==> src/rtl/axi4lite_cmd_manager_pkg.sv <==
// Shared constants for the AXI4-Lite command manager: response codes and FSM state encodings.
package axi4lite_cmd_manager_pkg;

  localparam logic [1:0] RESP_OKAY   = 2'b00;
  localparam logic [1:0] RESP_SLVERR = 2'b10;
  localparam logic [1:0] RESP_DECERR = 2'b11;

  localparam logic [2:0] ST_IDLE  = 3'd0;
  localparam logic [2:0] ST_WR    = 3'd1;
  localparam logic [2:0] ST_RD    = 3'd2;
  localparam logic [2:0] ST_RSP   = 3'd3;
  localparam logic [2:0] ST_DRAIN = 3'd4;

endpackage

==> src/rtl/axi4lite_watchdog.sv <==
// Transaction watchdog: counts cycles while a transaction is in flight and flags expiry.
// A TIMEOUT_CYCLES of 0 disables expiry entirely.
module axi4lite_watchdog
  import axi4lite_cmd_manager_pkg::*;
#(
  parameter int TIMEOUT_CYCLES = 1024
) (
  input  logic aclk,
  input  logic areset,
  input  logic clear,
  input  logic run,
  output logic expired
);

  localparam int CW = (TIMEOUT_CYCLES > 1) ? $clog2(TIMEOUT_CYCLES) : 1;
  localparam logic [CW-1:0] LAST = (TIMEOUT_CYCLES > 0) ? CW'(TIMEOUT_CYCLES - 1) : '0;

  logic [CW-1:0] count;

  // Saturates at LAST so a long hang can never wrap back into a fresh window.
  always_ff @(posedge aclk or posedge areset) begin
    if (areset) begin
      count <= '0;
    end else if (clear) begin
      count <= '0;
    end else if (run && (count != LAST)) begin
      count <= count + 1'b1;
    end
  end

  assign expired = (TIMEOUT_CYCLES != 0) && run && (count == LAST);

endmodule

==> src/rtl/axi4lite_cmd_manager.sv <==
// AXI4-Lite manager: turns a one-at-a-time command/response stream into single-beat
// AXI4-Lite reads and writes, with a watchdog that reports and drains hung subordinates.
module axi4lite_cmd_manager
  import axi4lite_cmd_manager_pkg::*;
#(
  parameter int         ADDR_WIDTH     = 32,
  parameter int         TIMEOUT_CYCLES = 1024,
  parameter logic [2:0] AXPROT         = 3'b000
) (
  input  logic                  aclk,
  input  logic                  areset,
  input  logic                  cmd_valid,
  output logic                  cmd_ready,
  input  logic                  cmd_write,
  input  logic [ADDR_WIDTH-1:0] cmd_addr,
  input  logic [31:0]           cmd_wdata,
  input  logic [3:0]            cmd_wstrb,
  output logic                  rsp_valid,
  input  logic                  rsp_ready,
  output logic [31:0]           rsp_rdata,
  output logic [1:0]            rsp_resp,
  output logic                  rsp_timeout,
  output logic                  hung,
  output logic [ADDR_WIDTH-1:0] m_axi_lite_awaddr,
  output logic [2:0]            m_axi_lite_awprot,
  output logic                  m_axi_lite_awvalid,
  input  logic                  m_axi_lite_awready,
  output logic [31:0]           m_axi_lite_wdata,
  output logic [3:0]            m_axi_lite_wstrb,
  output logic                  m_axi_lite_wvalid,
  input  logic                  m_axi_lite_wready,
  input  logic [1:0]            m_axi_lite_bresp,
  input  logic                  m_axi_lite_bvalid,
  output logic                  m_axi_lite_bready,
  output logic [ADDR_WIDTH-1:0] m_axi_lite_araddr,
  output logic [2:0]            m_axi_lite_arprot,
  output logic                  m_axi_lite_arvalid,
  input  logic                  m_axi_lite_arready,
  input  logic [31:0]           m_axi_lite_rdata,
  input  logic [1:0]            m_axi_lite_rresp,
  input  logic                  m_axi_lite_rvalid,
  output logic                  m_axi_lite_rready
);

  logic [2:0]            state;
  logic [ADDR_WIDTH-1:0] addr_q;
  logic [31:0]           wdata_q;
  logic [3:0]            wstrb_q;
  logic                  aw_done;
  logic                  w_done;
  logic                  txn_open;
  logic                  timed_out;
  logic                  cmd_fire;
  logic                  aw_fire;
  logic                  w_fire;
  logic                  ar_fire;
  logic                  b_fire;
  logic                  r_fire;
  logic                  in_txn;
  logic                  wd_expired;

  assign m_axi_lite_awaddr = addr_q;
  assign m_axi_lite_araddr = addr_q;
  assign m_axi_lite_wdata  = wdata_q;
  assign m_axi_lite_wstrb  = wstrb_q;
  assign m_axi_lite_awprot = AXPROT;
  assign m_axi_lite_arprot = AXPROT;

  // B only counts once both AW and W were accepted on an earlier edge.
  assign cmd_fire = cmd_valid && cmd_ready;
  assign aw_fire  = m_axi_lite_awvalid && m_axi_lite_awready;
  assign w_fire   = m_axi_lite_wvalid && m_axi_lite_wready;
  assign ar_fire  = m_axi_lite_arvalid && m_axi_lite_arready;
  assign b_fire   = m_axi_lite_bready && m_axi_lite_bvalid && aw_done && w_done;
  assign r_fire   = m_axi_lite_rready && m_axi_lite_rvalid;
  assign in_txn   = (state == ST_WR) || (state == ST_RD);

  axi4lite_watchdog #(
    .TIMEOUT_CYCLES(TIMEOUT_CYCLES)
  ) u_watchdog (
    .aclk   (aclk),
    .areset (areset),
    .clear  (cmd_fire),
    .run    (in_txn),
    .expired(wd_expired)
  );

  // Channel tracking runs in every non-idle state so a timed-out transaction keeps
  // its valids up and still completes its handshakes while RSP and DRAIN proceed.
  always_ff @(posedge aclk or posedge areset) begin
    if (areset) begin
      state              <= ST_IDLE;
      cmd_ready          <= 1'b0;
      addr_q             <= '0;
      wdata_q            <= '0;
      wstrb_q            <= '0;
      aw_done            <= 1'b0;
      w_done             <= 1'b0;
      txn_open           <= 1'b0;
      timed_out          <= 1'b0;
      rsp_valid          <= 1'b0;
      rsp_rdata          <= '0;
      rsp_resp           <= RESP_OKAY;
      rsp_timeout        <= 1'b0;
      hung               <= 1'b0;
      m_axi_lite_awvalid <= 1'b0;
      m_axi_lite_wvalid  <= 1'b0;
      m_axi_lite_bready  <= 1'b0;
      m_axi_lite_arvalid <= 1'b0;
      m_axi_lite_rready  <= 1'b0;
    end else begin
      if (state != ST_IDLE) begin
        if (aw_fire) begin
          m_axi_lite_awvalid <= 1'b0;
          aw_done            <= 1'b1;
        end
        if (w_fire) begin
          m_axi_lite_wvalid <= 1'b0;
          w_done            <= 1'b1;
        end
        if (ar_fire) begin
          m_axi_lite_arvalid <= 1'b0;
          m_axi_lite_rready  <= 1'b1;
        end
        if (b_fire) begin
          m_axi_lite_bready <= 1'b0;
          txn_open          <= 1'b0;
        end
        if (r_fire) begin
          m_axi_lite_rready <= 1'b0;
          txn_open          <= 1'b0;
        end
      end

      case (state)
        ST_IDLE: begin
          cmd_ready <= 1'b1;
          if (cmd_fire) begin
            cmd_ready <= 1'b0;
            addr_q    <= cmd_addr;
            wdata_q   <= cmd_wdata;
            wstrb_q   <= cmd_wstrb;
            aw_done   <= 1'b0;
            w_done    <= 1'b0;
            txn_open  <= 1'b1;
            timed_out <= 1'b0;
            if (cmd_write) begin
              m_axi_lite_awvalid <= 1'b1;
              m_axi_lite_wvalid  <= 1'b1;
              m_axi_lite_bready  <= 1'b1;
              state              <= ST_WR;
            end else begin
              m_axi_lite_arvalid <= 1'b1;
              state              <= ST_RD;
            end
          end
        end

        ST_WR, ST_RD: begin
          if ((state == ST_WR) ? b_fire : r_fire) begin
            rsp_valid   <= 1'b1;
            rsp_resp    <= (state == ST_WR) ? m_axi_lite_bresp : m_axi_lite_rresp;
            rsp_rdata   <= (state == ST_WR) ? 32'h0 : m_axi_lite_rdata;
            rsp_timeout <= 1'b0;
            state       <= ST_RSP;
          end else if (wd_expired) begin
            rsp_valid   <= 1'b1;
            rsp_resp    <= RESP_SLVERR;
            rsp_rdata   <= '0;
            rsp_timeout <= 1'b1;
            hung        <= 1'b1;
            timed_out   <= 1'b1;
            state       <= ST_RSP;
          end
        end

        ST_RSP: begin
          if (rsp_ready) begin
            rsp_valid <= 1'b0;
            if (timed_out) begin
              state <= ST_DRAIN;
            end else begin
              state     <= ST_IDLE;
              cmd_ready <= 1'b1;
            end
          end
        end

        ST_DRAIN: begin
          if (!txn_open || b_fire || r_fire) begin
            state     <= ST_IDLE;
            cmd_ready <= 1'b1;
            timed_out <= 1'b0;
          end
        end

        default: state <= ST_IDLE;
      endcase
    end
  end

endmodule

==> config.mk <==
export PLATFORM = sky130hd
export DESIGN_NAME = axi4lite_cmd_manager
export DESIGN_NICKNAME = d
export VERILOG_FILES = /design/src/rtl/axi4lite_cmd_manager_pkg.sv /design/src/rtl/axi4lite_watchdog.sv /design/src/rtl/axi4lite_cmd_manager.sv
export SDC_FILE = /design/constraint.sdc
export NUM_CORES = 1
export LEC_CHECK = 0
export ABC_AREA = 0
export CAP_MARGIN = 20
export CELL_PAD_IN_SITES_DETAIL_PLACEMENT = 0
export CELL_PAD_IN_SITES_GLOBAL_PLACEMENT = 1
export CORE_MARGIN = 2
export CORE_UTILIZATION = 31
export CTS_CLUSTER_SIZE = 40
export DETAILED_ROUTE_END_ITERATION = 12
export PLACE_DENSITY = 0.83
export SLEW_MARGIN = 25
export SYNTH_ARGS = -nofsm -noshare
export SYNTH_HDL_FRONTEND = slang
export SYNTH_SLANG_ARGS = --single-unit
==> constraint.sdc <==
create_clock -name aclk -period 5.96 [get_ports aclk]
set_input_delay 1.788 -clock aclk [delete_from_list [all_inputs] [get_ports aclk]]
set_output_delay 1.788 -clock aclk [all_outputs]
set_load 0.01 [all_outputs]
==> run metrics, run 1 <==
area post-placement 8038 µm²; maximum clock frequency 0.2726 GHz; P_sw 0.001585 W; start-to-end type of the worst setup path input port to register; antenna viol nets, final 0; combinational share of power 45.5%; fin nets 809; global placement routability congestion 0.8107; unrepaired setup endpoints after global routing no; Die Area 18870 µm²; post-synthesis to final-layout area growth 56.09%; buffer count from post-CTS setup fixing 0; Worst Skew 10.20 ps; largest net degree at the start of global routing 60; Synth warnings 0; type of the tightest min-delay check register to register; DRC marker count from the first detailed-route iteration 179; mean cell area of the mapped netlist 11.76 µm²; post-route insts no fill 932; proportion of synthesized chip area in sequential cells 58.09%; drt pass-1 iters 4; final count of negative-setup-slack endpoints 0; FF-to-FF setup slack 3340 ps; CTS tree yes; register clock-pin slew on the reported worst setup and hold paths 60 ps; dominant cell type by area after synthesis dfrtp_1; primary flip-flop cell chosen by synthesis mapping dfrtp_1; distinct cell type count after synthesis 49; ratio of final minimum period to clock period 61.56%; Port-buffer cells 256; leakage power total 3.675 nW; Syn Inst Count 469; Switching Share 34.36%; capture point of the worst path rsp_rdata[26]; routed metal-1 wire length 5.749 mm; total clock sinks 128; cells taking the most area after synthesis dfrtp_1 58%, mux2_1 11%, buf_4 5.9%, nand2_1 5.2%, nand3_1 3.4%; vertical die dimension 137.4 µm; number of hold buffers added after cts 0; final setup margin 2291 ps; top layer used by detailed routing met4; final period demand of the worst path 3669 ps; Gates resized, CTS repair 0; worst-case setup slack after placement 1857 ps; post-DR wirelength/cell 15.67 µm; vias after detailed routing 4341; total inserted antenna cells 0; fraction of registers with async set or reset after synthesis 100.0%; count of pins on the block boundary 263; library cell with the highest instance count after synthesis dfrtp_1; fin area 8607 µm²; overall overflow remaining after global route 0; met2 wire length 7.640 mm; Post-Place Cells 900; worst rel slew slack 34.65%; Setup crit start kind input port; H-tree lvl count 4; DRC viols 0; first-pass GRT wire length 22.31 mm; placeable core region 17360 µm²; number of antenna violations at the first check in global routing 0; capture point of the worst reg-to-reg path m_axi_lite_araddr[3]; Critical Path Source m_axi_lite_rvalid; clock network fraction of total power 21.4%; width of the die 137.4 µm; overall global routing resource usage 15.27%; WP data arrival 3970 ps; Crit path required time 6260 ps; HPWL Detailed 10.92 mm; via-per-instance ratio 4.658; power share of the sequential group 33.0%; wire length reported by the detailed router 14.60 mm; number of global-route vias before repair 4349; clock root cell clkbuf_16; sum of negative setup slack 0 ps; share of layout cells above drive strength 1 9.901%; reg-to-reg critical path startpoint state[0]; number of register bits inferred by synthesis 128; worst slew pin tran 978.0 ps; proportion of netlist area held by the largest area contributor 58.09%; standard-cell rows 48; Max Cap Violations 0; number of pins exceeding their max-slew limit in the final report 0; Post-synth top cells 128 x dfrtp_1, 77 x nand2_1, 53 x mux2_1, 43 x buf_4, 37 x nand3_1; worst reg-to-reg path cell count 4; Cell Pwr Density 535.9 nW/µm²; worst ir drop on vdd 313.8 µV; outcome complete, no violations; netlist area before placement 5514 µm²; Max Root-Sink Buffers 2; kind of end point of the critical path register; Starting Density 31.77%; # fillers 1514; Detail Route met3 WL 1.049 mm; critical path fanouts, max 36; insertion delay of the later-clocked pin in the worst-skew pair 410 ps; number of enable-type register cells in the synthesized netlist 0; Cell Int Power 0.003028 W; Inserted Clock Buffers 17; hold violation total from the final report 0
-- cell usage in the layout (no fill, tap or decap), types with 4 or more instances in the layout --
cell type	synthesis	layout
nand2_1	77	77
inv_6	0	5
buf_4	43	6
nor3_1	5	5
nand3_1	37	37
a21oi_1	10	10
clkbuf_16	0	17
xnor2_1	7	7
dfrtp_1	128	128
clkinvlp_4	0	5
mux2_1	53	53
mux2_2	16	16
clkdlybuf4s50_1	0	256
conb_1	1	6
o21ai_0	5	5
nor2_1	22	20
a31oi_1	4	4
-- worst max-delay path, cell delays in order --
cell and delay, ps:
clkdlybuf4s50_1 500, nand2_1 140, a21oi_4 760, o31ai_4 240, buf_4 290, a32o_1 230
-- layer usage --
metal	track usage, %	vias up
li1	-	2005
met1	17.66	2138
met2	27.34	181
met3	4.341	17
met4	4.639	0
met5	0	-
-- flip-flops by register name, summed over array words and instances (netlist names) --
name	count
w_done	1
cmd_ready	1
u_watchdog.count	10
rsp_rdata	32
hung	1
m_axi_lite_rready	1
state	3
m_axi_lite_wvalid	1
rsp_resp	2
rsp_valid	1
m_axi_lite_wstrb	4
aw_done	1
timed_out	1
m_axi_lite_araddr	32
m_axi_lite_arvalid	1
rsp_timeout	1
m_axi_lite_awvalid	1
m_axi_lite_wdata	32
m_axi_lite_bready	1
txn_open	1
-- power by group through the flow --
stage	logic [W]	registers [W]	clock network (W)
floorplan	0.000948	0.00164	0
CTS	0.00213	0.00153	0.00101
global route	0.00227	0.00158	0.00105
detailed placement	0.00213	0.00154	0
global placement	0.00208	0.00152	0
finish	0.00210	0.00152	0.000989
-- layout make-up --
| cell class | count | area [µm²] | area share, % |
|---|---|---|---|
| Tap cell | 225 | 281.5 | 3.271 |
| Clock inverter | 14 | 130.1 | 1.512 |
| Inverter | 3 | 13.76 | 0.1599 |
| Sequential cell | 128 | 3203 | 37.21 |
| Clock buffer | 18 | 439.2 | 5.102 |
| Multi-Input combinational cell | 282 | 1932 | 22.45 |
| Timing Repair Buffer | 262 | 2608 | 30.30 |
-- worst min path at each step --
stage,startpoint,to,slack [ps],depth (start not counted)
6_report,rsp_rdata[10],rsp_rdata[10],470,2
3_5_place_dp,rsp_rdata[12],rsp_rdata[12],460,2
2_1_floorplan,txn_open,txn_open,480,2
4_1_cts,rsp_rdata[12],rsp_rdata[12],470,2
5_1_grt,rsp_rdata[11],rsp_rdata[11],500,2
3_3_place_gp,rsp_rdata[17],rsp_rdata[17],450,2
-- logic make-up (layout without fill, tap and decap cells) --
logic type | after synthesis | in the layout | share of synthesized area, %
buffers and inverters | 64 | 297 | 7.533
xor gates and xnor gates | 9 | 9 | 1.430
and+or+nand+nor | 163 | 163 | 14.18
DFF | 128 | 128 | 58.09
muxes | 69 | 69 | 14.09
other | 1 | 6 | 0.06801
AOI/OAI and AO/OA | 34 | 34 | 4.379
adders and majority gates | 1 | 1 | 0.2269
-- through the flow --
| stage | util [%] | total power (W) | hold WS [ps] |
|---|---|---|---|
| floorplan | - | 0.002593 | 477.3 |
| global placement | 46.31 | 0.003602 | 453.2 |
| detailed placement | 46.31 | 0.003666 | 459.5 |
| CTS | 49.59 | 0.004674 | 472.5 |
| global route | 49.59 | 0.004902 | 501.3 |
| finish | 49.59 | 0.004612 | 468.3 |
No activity file was read; power rests on OpenSTA's default activity.
==> inputs of run 2 (changes only) <==
--- a/config.mk
+++ b/config.mk
@@ -10,10 +10,10 @@
 export CELL_PAD_IN_SITES_DETAIL_PLACEMENT = 0
 export CELL_PAD_IN_SITES_GLOBAL_PLACEMENT = 1
 export CORE_MARGIN = 2
-export CORE_UTILIZATION = 31
+export CORE_UTILIZATION = 28
 export CTS_CLUSTER_SIZE = 40
 export DETAILED_ROUTE_END_ITERATION = 12
-export PLACE_DENSITY = 0.83
+export PLACE_DENSITY = 0.79
 export SLEW_MARGIN = 25
 export SYNTH_ARGS = -nofsm -noshare
 export SYNTH_HDL_FRONTEND = slang
==> constraint.sdc (replaced) <==
create_clock -name aclk -period 2.9 [get_ports aclk]
set_input_delay 0.87 -clock aclk [delete_from_list [all_inputs] [get_ports aclk]]
set_output_delay 0.87 -clock aclk [all_outputs]
set_load 0.01 [all_outputs]
==> run 2 against run 1 <==
  * Flip-flop and latch count unchanged
  * Combinational power is 110% higher
  * Critical path depth is 5 lower
  * Largest cell class unchanged
  * First-iteration DRC count decreased by 2.8%
  * Critical path type is now register to output port
  * Die area rose by 10%
  * Cell count increased by 5.9%
  * Sequential share of layout area is 1.5 points lower
==> run metrics, run 2 (synthesis results as in run 1) <==
Starting Density 28.42%; largest net degree at the start of global routing 46; Buf+Inv Stages, Crit Path 1; area post-placement 8277 µm²; peak per-stage delay on the critical path 610 ps; antenna viol nets, final 0; insertion delay of the later-clocked pin in the worst-skew pair 420 ps; master of the slowest instance on the critical path clkdlybuf4s50_1; type of the tightest min-delay check register to register; count of pins on the block boundary 263; unrepaired setup endpoints after global routing no; overall global routing resource usage 14.53%; # fillers 1814; FF-to-FF setup slack 650 ps; Crit path required time 2030 ps; critical path fanouts, max 5; sum of negative setup slack 0 ps; width of the die 144.3 µm; Die Area 20830 µm²; Max Cap Violations 0; number of hold buffers added after cts 0; H-tree lvl count 4; Switching Share 32.40%; number of global-route vias before repair 4144; overall overflow remaining after global route 0; final period demand of the worst path 2300 ps; final count of negative-setup-slack endpoints 0; clock network fraction of total power 24.8%; combinational share of power 44.0%; reg-to-reg critical path startpoint state[0]; total inserted antenna cells 0; placeable core region 19400 µm²; Port-buffer cells 256; clock root cell clkbuf_16; Max Root-Sink Buffers 2; fin area 8964 µm²; number of pins exceeding their max-slew limit in the final report 0; CP Cell Sequence clkdlybuf4s50_1; start-to-end type of the worst setup path register to output port; number of antenna violations at the first check in global routing 0; Largest delay share family, worst path buffers and inverters; worst ir drop on vdd 374.7 µV; leakage power total 3.831 nW; first-pass GRT wire length 22.92 mm; register clock-pin slew on the reported worst setup and hold paths 60 ps; Cell Int Power 0.006761 W; drt pass-1 iters 4; capture point of the worst path m_axi_lite_rready; standard-cell rows 51; Worst Skew 9.609 ps; P_sw 0.003241 W; DRC marker count from the first detailed-route iteration 174; number of cells on the critical path 1; worst slew pin tran 676.1 ps; leading cell type in the layout, fill and taps excluded clkdlybuf4s50_1; number of cells on the worst hold path 2; top library cells by usage in the layout, fill and taps aside 256 x clkdlybuf4s50_1, 128 x dfrtp_1, 77 x nand2_1, 53 x mux2_1, 37 x nand3_1; maximum clock frequency 0.4348 GHz; ratio of final minimum period to clock period 79.31%; global placement routability congestion 0.7438; fin nets 824; Cell Pwr Density 1116 nW/µm²; wire length reported by the detailed router 14.99 mm; hold violation total from the final report 0; HPWL Detailed 11.30 mm; power share of the sequential group 31.2%; vertical die dimension 144.3 µm; DRC viols 0; Critical Path Source m_axi_lite_rready; outcome complete, no violations; capture point of the worst reg-to-reg path timed_out; Setup crit start kind register; via-per-instance ratio 4.348; buffer count from post-CTS setup fixing 0; worst reg-to-reg path cell count 5; worst rel slew slack 54.93%; post-synthesis to final-layout area growth 62.56%; kind of end point of the critical path output port; share of layout cells above drive strength 1 11.63%; total clock sinks 128; vias after detailed routing 4291; Inserted Clock Buffers 17; CTS tree yes; post-DR wirelength/cell 15.18 µm; Gates resized, CTS repair 0; WP data arrival 1430 ps
==> run 2: cell types whose count changed in the layout (fill, tap and decap cells not counted), sizes merged <==
cell | previous run | this run
buf | 6 | 21
bufinv | 1 | 6
inv | 7 | 2
clkbuf | 18 | 20
clkinvlp | 5 | 3
==> run 2: worst reg2reg max path, stage by stage (launching register included) <==
cell,delay (ps)
dfrtp_1,510
xnor2_1,330
or2_0,580
nor2_4,130
nor3_1,240
mux2_1,340
==> run 2: power groups by stage <==
stage               Sequential [W]  Combinational, W  Clock, W
global route               0.00324           0.00478   0.00262
global placement           0.00314           0.00443         0
floorplan                  0.00338           0.00195         0
detailed placement         0.00317           0.00447         0
CTS                        0.00314           0.00447   0.00253
finish                     0.00312           0.00440   0.00248
==> run 2: worst min-delay path by stage <==
stage | end | slack [ps] | start
floorplan | txn_open | 480 | txn_open
detailed placement | rsp_rdata[27] | 460 | rsp_rdata[27]
global route | hung | 490 | hung
global placement | rsp_rdata[31] | 450 | rsp_rdata[31]
finish | rsp_rdata[27] | 460 | rsp_rdata[27]
CTS | rsp_rdata[27] | 470 | rsp_rdata[27]
==> run 2: stage by stage <==
step	instances	total power (W)	hold WS, ps	utilization (%)	setup slack [ps]
6_report	987	0.01000	460.4	46.21	600.0
5_1_grt	987	0.01064	489.0	46.21	449.3
4_1_cts	987	0.01015	467.1	46.21	572.0
3_5_place_dp	955	0.007632	455.6	42.67	230.0
3_3_place_gp	955	0.007572	452.8	42.67	252.5
2_1_floorplan	474	0.005330	477.3	-	448.8
==> run 2: layout make-up <==
cell class | instances | area [µm²] | share of cell area (%)
Clock buffer | 20 | 456.7 | 5.095
Sequential cell | 128 | 3203 | 35.73
Inverter | 3 | 15.01 | 0.1675
Tap cell | 265 | 331.6 | 3.699
Clock inverter | 12 | 230.2 | 2.568
Timing Repair Buffer | 277 | 2795 | 31.18
Multi-Input combinational cell | 282 | 1932 | 21.55
==> run 2: routing by layer <==
layer  up-vias  track usage (%)  share of wire [%]  wire length (µm)
met5         -                0                  0                 0
met4         0            4.701                1.3               193
met3        14            4.536                7.2              1076
met2       146            24.22                 51              7613
met1      2086            17.96                 41              6105
li1       2045                -                  -                 -
==> inputs of run 3 (changes only) <==
==> constraint.sdc (replaced) <==
create_clock -name aclk -period 1.9 [get_ports aclk]
set_input_delay 0.57 -clock aclk [delete_from_list [all_inputs] [get_ports aclk]]
set_output_delay 0.57 -clock aclk [all_outputs]
set_load 0.01 [all_outputs]
==> run 3 against run 2 <==
  * Flip-flop and latch count is the same
  * Non-clock buffer count rose by 17
  * Register-to-register slack lost 570 ps
  * Cell count increased by 1.9%
  * Die area unchanged
  * Utilization hardly changed
  * Clock power grew 29%
  * Critical path type unchanged
  * Largest power group unchanged
==> run metrics, run 3 (synthesis results as in run 1) <==
reg-to-reg critical path startpoint state[0]; Port-buffer cells 256; Cell Pwr Density 1564 nW/µm²; total clock sinks 128; leading cell type in the layout, fill and taps excluded dfrtp_1; Max Root-Sink Buffers 2; number of pins exceeding their max-slew limit in the final report 0; final period demand of the worst path 1855 ps; Detail Route met3 WL 977 µm; post-DR wirelength/cell 15.29 µm; DRC viols 0; count of pins on the block boundary 263; Worst Skew 6.116 ps; placeable core region 19400 µm²; overall overflow remaining after global route 0; Die Area 20830 µm²; number of antenna violations at the first check in global routing 1; post-synthesis to final-layout area growth 62.63%; Buf+Inv Stages, Crit Path 1; met2 wire length 7.954 mm; top layer used by detailed routing met4; FF-to-FF setup slack 80 ps; insertion delay of the later-clocked pin in the worst-skew pair 420 ps; CTS tree yes; sum of negative setup slack 0 ps; Setup crit start kind register; HPWL Detailed 11.45 mm; ratio of final minimum period to clock period 97.63%; number of cells on the worst hold path 2; WP data arrival 1280 ps; flip-flop and latch area 3203 µm²; area occupied by multi-input gates 1974 µm²; wire length reported by the detailed router 15.38 mm; drt pass-1 iters 4; peak per-stage delay on the critical path 530 ps; master of the slowest instance on the critical path clkdlybuf4s50_1; largest net degree at the start of global routing 47; standard-cell rows 51; number of global-route vias before repair 4143; vertical die dimension 144.3 µm; DRC marker count from the first detailed-route iteration 188; leakage power total 4.418 nW; outcome complete, no violations; first-pass GRT wire length 22.67 mm; top library cells by usage in the layout, fill and taps aside 128 x dfrtp_1, 116 x clkdlybuf4s50_1, 110 x dlygate4sd2_1, 77 x nand2_1, 53 x mux2_1; Inserted Clock Buffers 17; fin nets 842; # fillers 1838; routed metal-1 wire length 6.047 mm; type of the tightest min-delay check register to register; final core occ 46.23%; worst ir drop on vdd 562.5 µV; vias after detailed routing 4383; antenna viol nets, final 0; Max Cap Violations 0; number of cells on the critical path 1; Largest delay share family, worst path buffers and inverters; width of the die 144.3 µm; via-per-instance ratio 4.357; register clock-pin slew on the reported worst setup and hold paths 60 ps; startpoint of the most critical hold path rsp_rdata[6]; terminating pin of the worst hold path rsp_rdata[6]; start-to-end type of the worst setup path register to output port; share of layout cells above drive strength 1 14.32%; maximum clock frequency 0.5391 GHz; number of hold buffers added after cts 0; global placement routability congestion 0.7796; final count of negative-setup-slack endpoints 0; worst reg-to-reg path cell count 4; overall global routing resource usage 14.42%; Crit path required time 1330 ps; critical path fanouts, max 2; Starting Density 28.42%; H-tree lvl count 4; capture point of the worst reg-to-reg path m_axi_lite_araddr[19]; kind of end point of the critical path output port; clock root cell clkbuf_16; hold violation total from the final report 0; CP Cell Sequence clkdlybuf4s50_1
run 3: changes by cell type in the layout (fill, tap and decap cells not counted), sizes merged, moves of 3 or more:
| cell | previous run | this run |
|---|---|---|
| buf | 21 | 38 |
| inv | 2 | 5 |
| dlymetal6s2s | 0 | 30 |
| bufinv | 6 | 2 |
| clkdlybuf4s50 | 256 | 116 |
| clkbuf | 20 | 17 |
| dlygate4sd2 | 0 | 110 |
| clkinv | 4 | 8 |
run 3: routing by layer:
layer  vias to the layer above  track usage, %
met4                         0           6.592
met5                         -               0
li1                       2085               -
met2                       150           23.95
met3                        27           4.172
met1                      2121           17.33
run 3: worst max path at each step:
stage,start,end
after floorplan,areset,aw_done
after global placement,m_axi_lite_bvalid,state[0]
after detailed placement,m_axi_lite_bvalid,state[0]
after CTS,rsp_rdata[5],rsp_rdata[5]
after global routing,u_watchdog.count[0],rsp_rdata[16]
final,m_axi_lite_wdata[19],m_axi_lite_wdata[19]
run 3: power by group:
group | leakage, nW | internal, W | total [W] | switching (W)
Sequential | 1.58 | 0.00394 | 0.00465 | 0.000708
Clock | 0.284 | 0.00194 | 0.00321 | 0.00126
Combinational | 2.56 | 0.00313 | 0.00617 | 0.00304
Total | 4.42 | 0.00902 | 0.0140 | 0.00500
run 3: timing repair:
action / 4_1_cts / 5_1_grt
gates cloned: 0 / 1
pin swaps: 0 / 5
setup endpoints to repair: 114 / 73
buffers inserted: 1 / 3
resized for setup: 110 / 36
run 3: cell type report:
| type | instances | area share [%] |
|---|---|---|
| repair buffers | 294 | 31.84 |
| multi-input cells | 283 | 22.02 |
| well taps | 265 | 3.698 |
| clock buffers | 17 | 4.744 |
| clock inverters | 15 | 1.786 |
| diodes | 1 | 0.02791 |
| flip-flops and latches | 128 | 35.72 |
| inverters | 3 | 0.1674 |
run 3: through the flow:
step	hold slack, ps	setup WS, ps	instance area [µm²]	total power (W)	cells
after global placement	448.4	-330.4	8362	0.01164	968
after floorplan	477.3	-251.2	5544	0.008148	474
after detailed placement	451.5	-405.8	8362	0.01177	968
after global routing	477.9	-2.086	8967	0.01498	1006
after CTS	462.1	0.4283	8817	0.01426	1001
final	453.4	45.02	8967	0.01403	1006
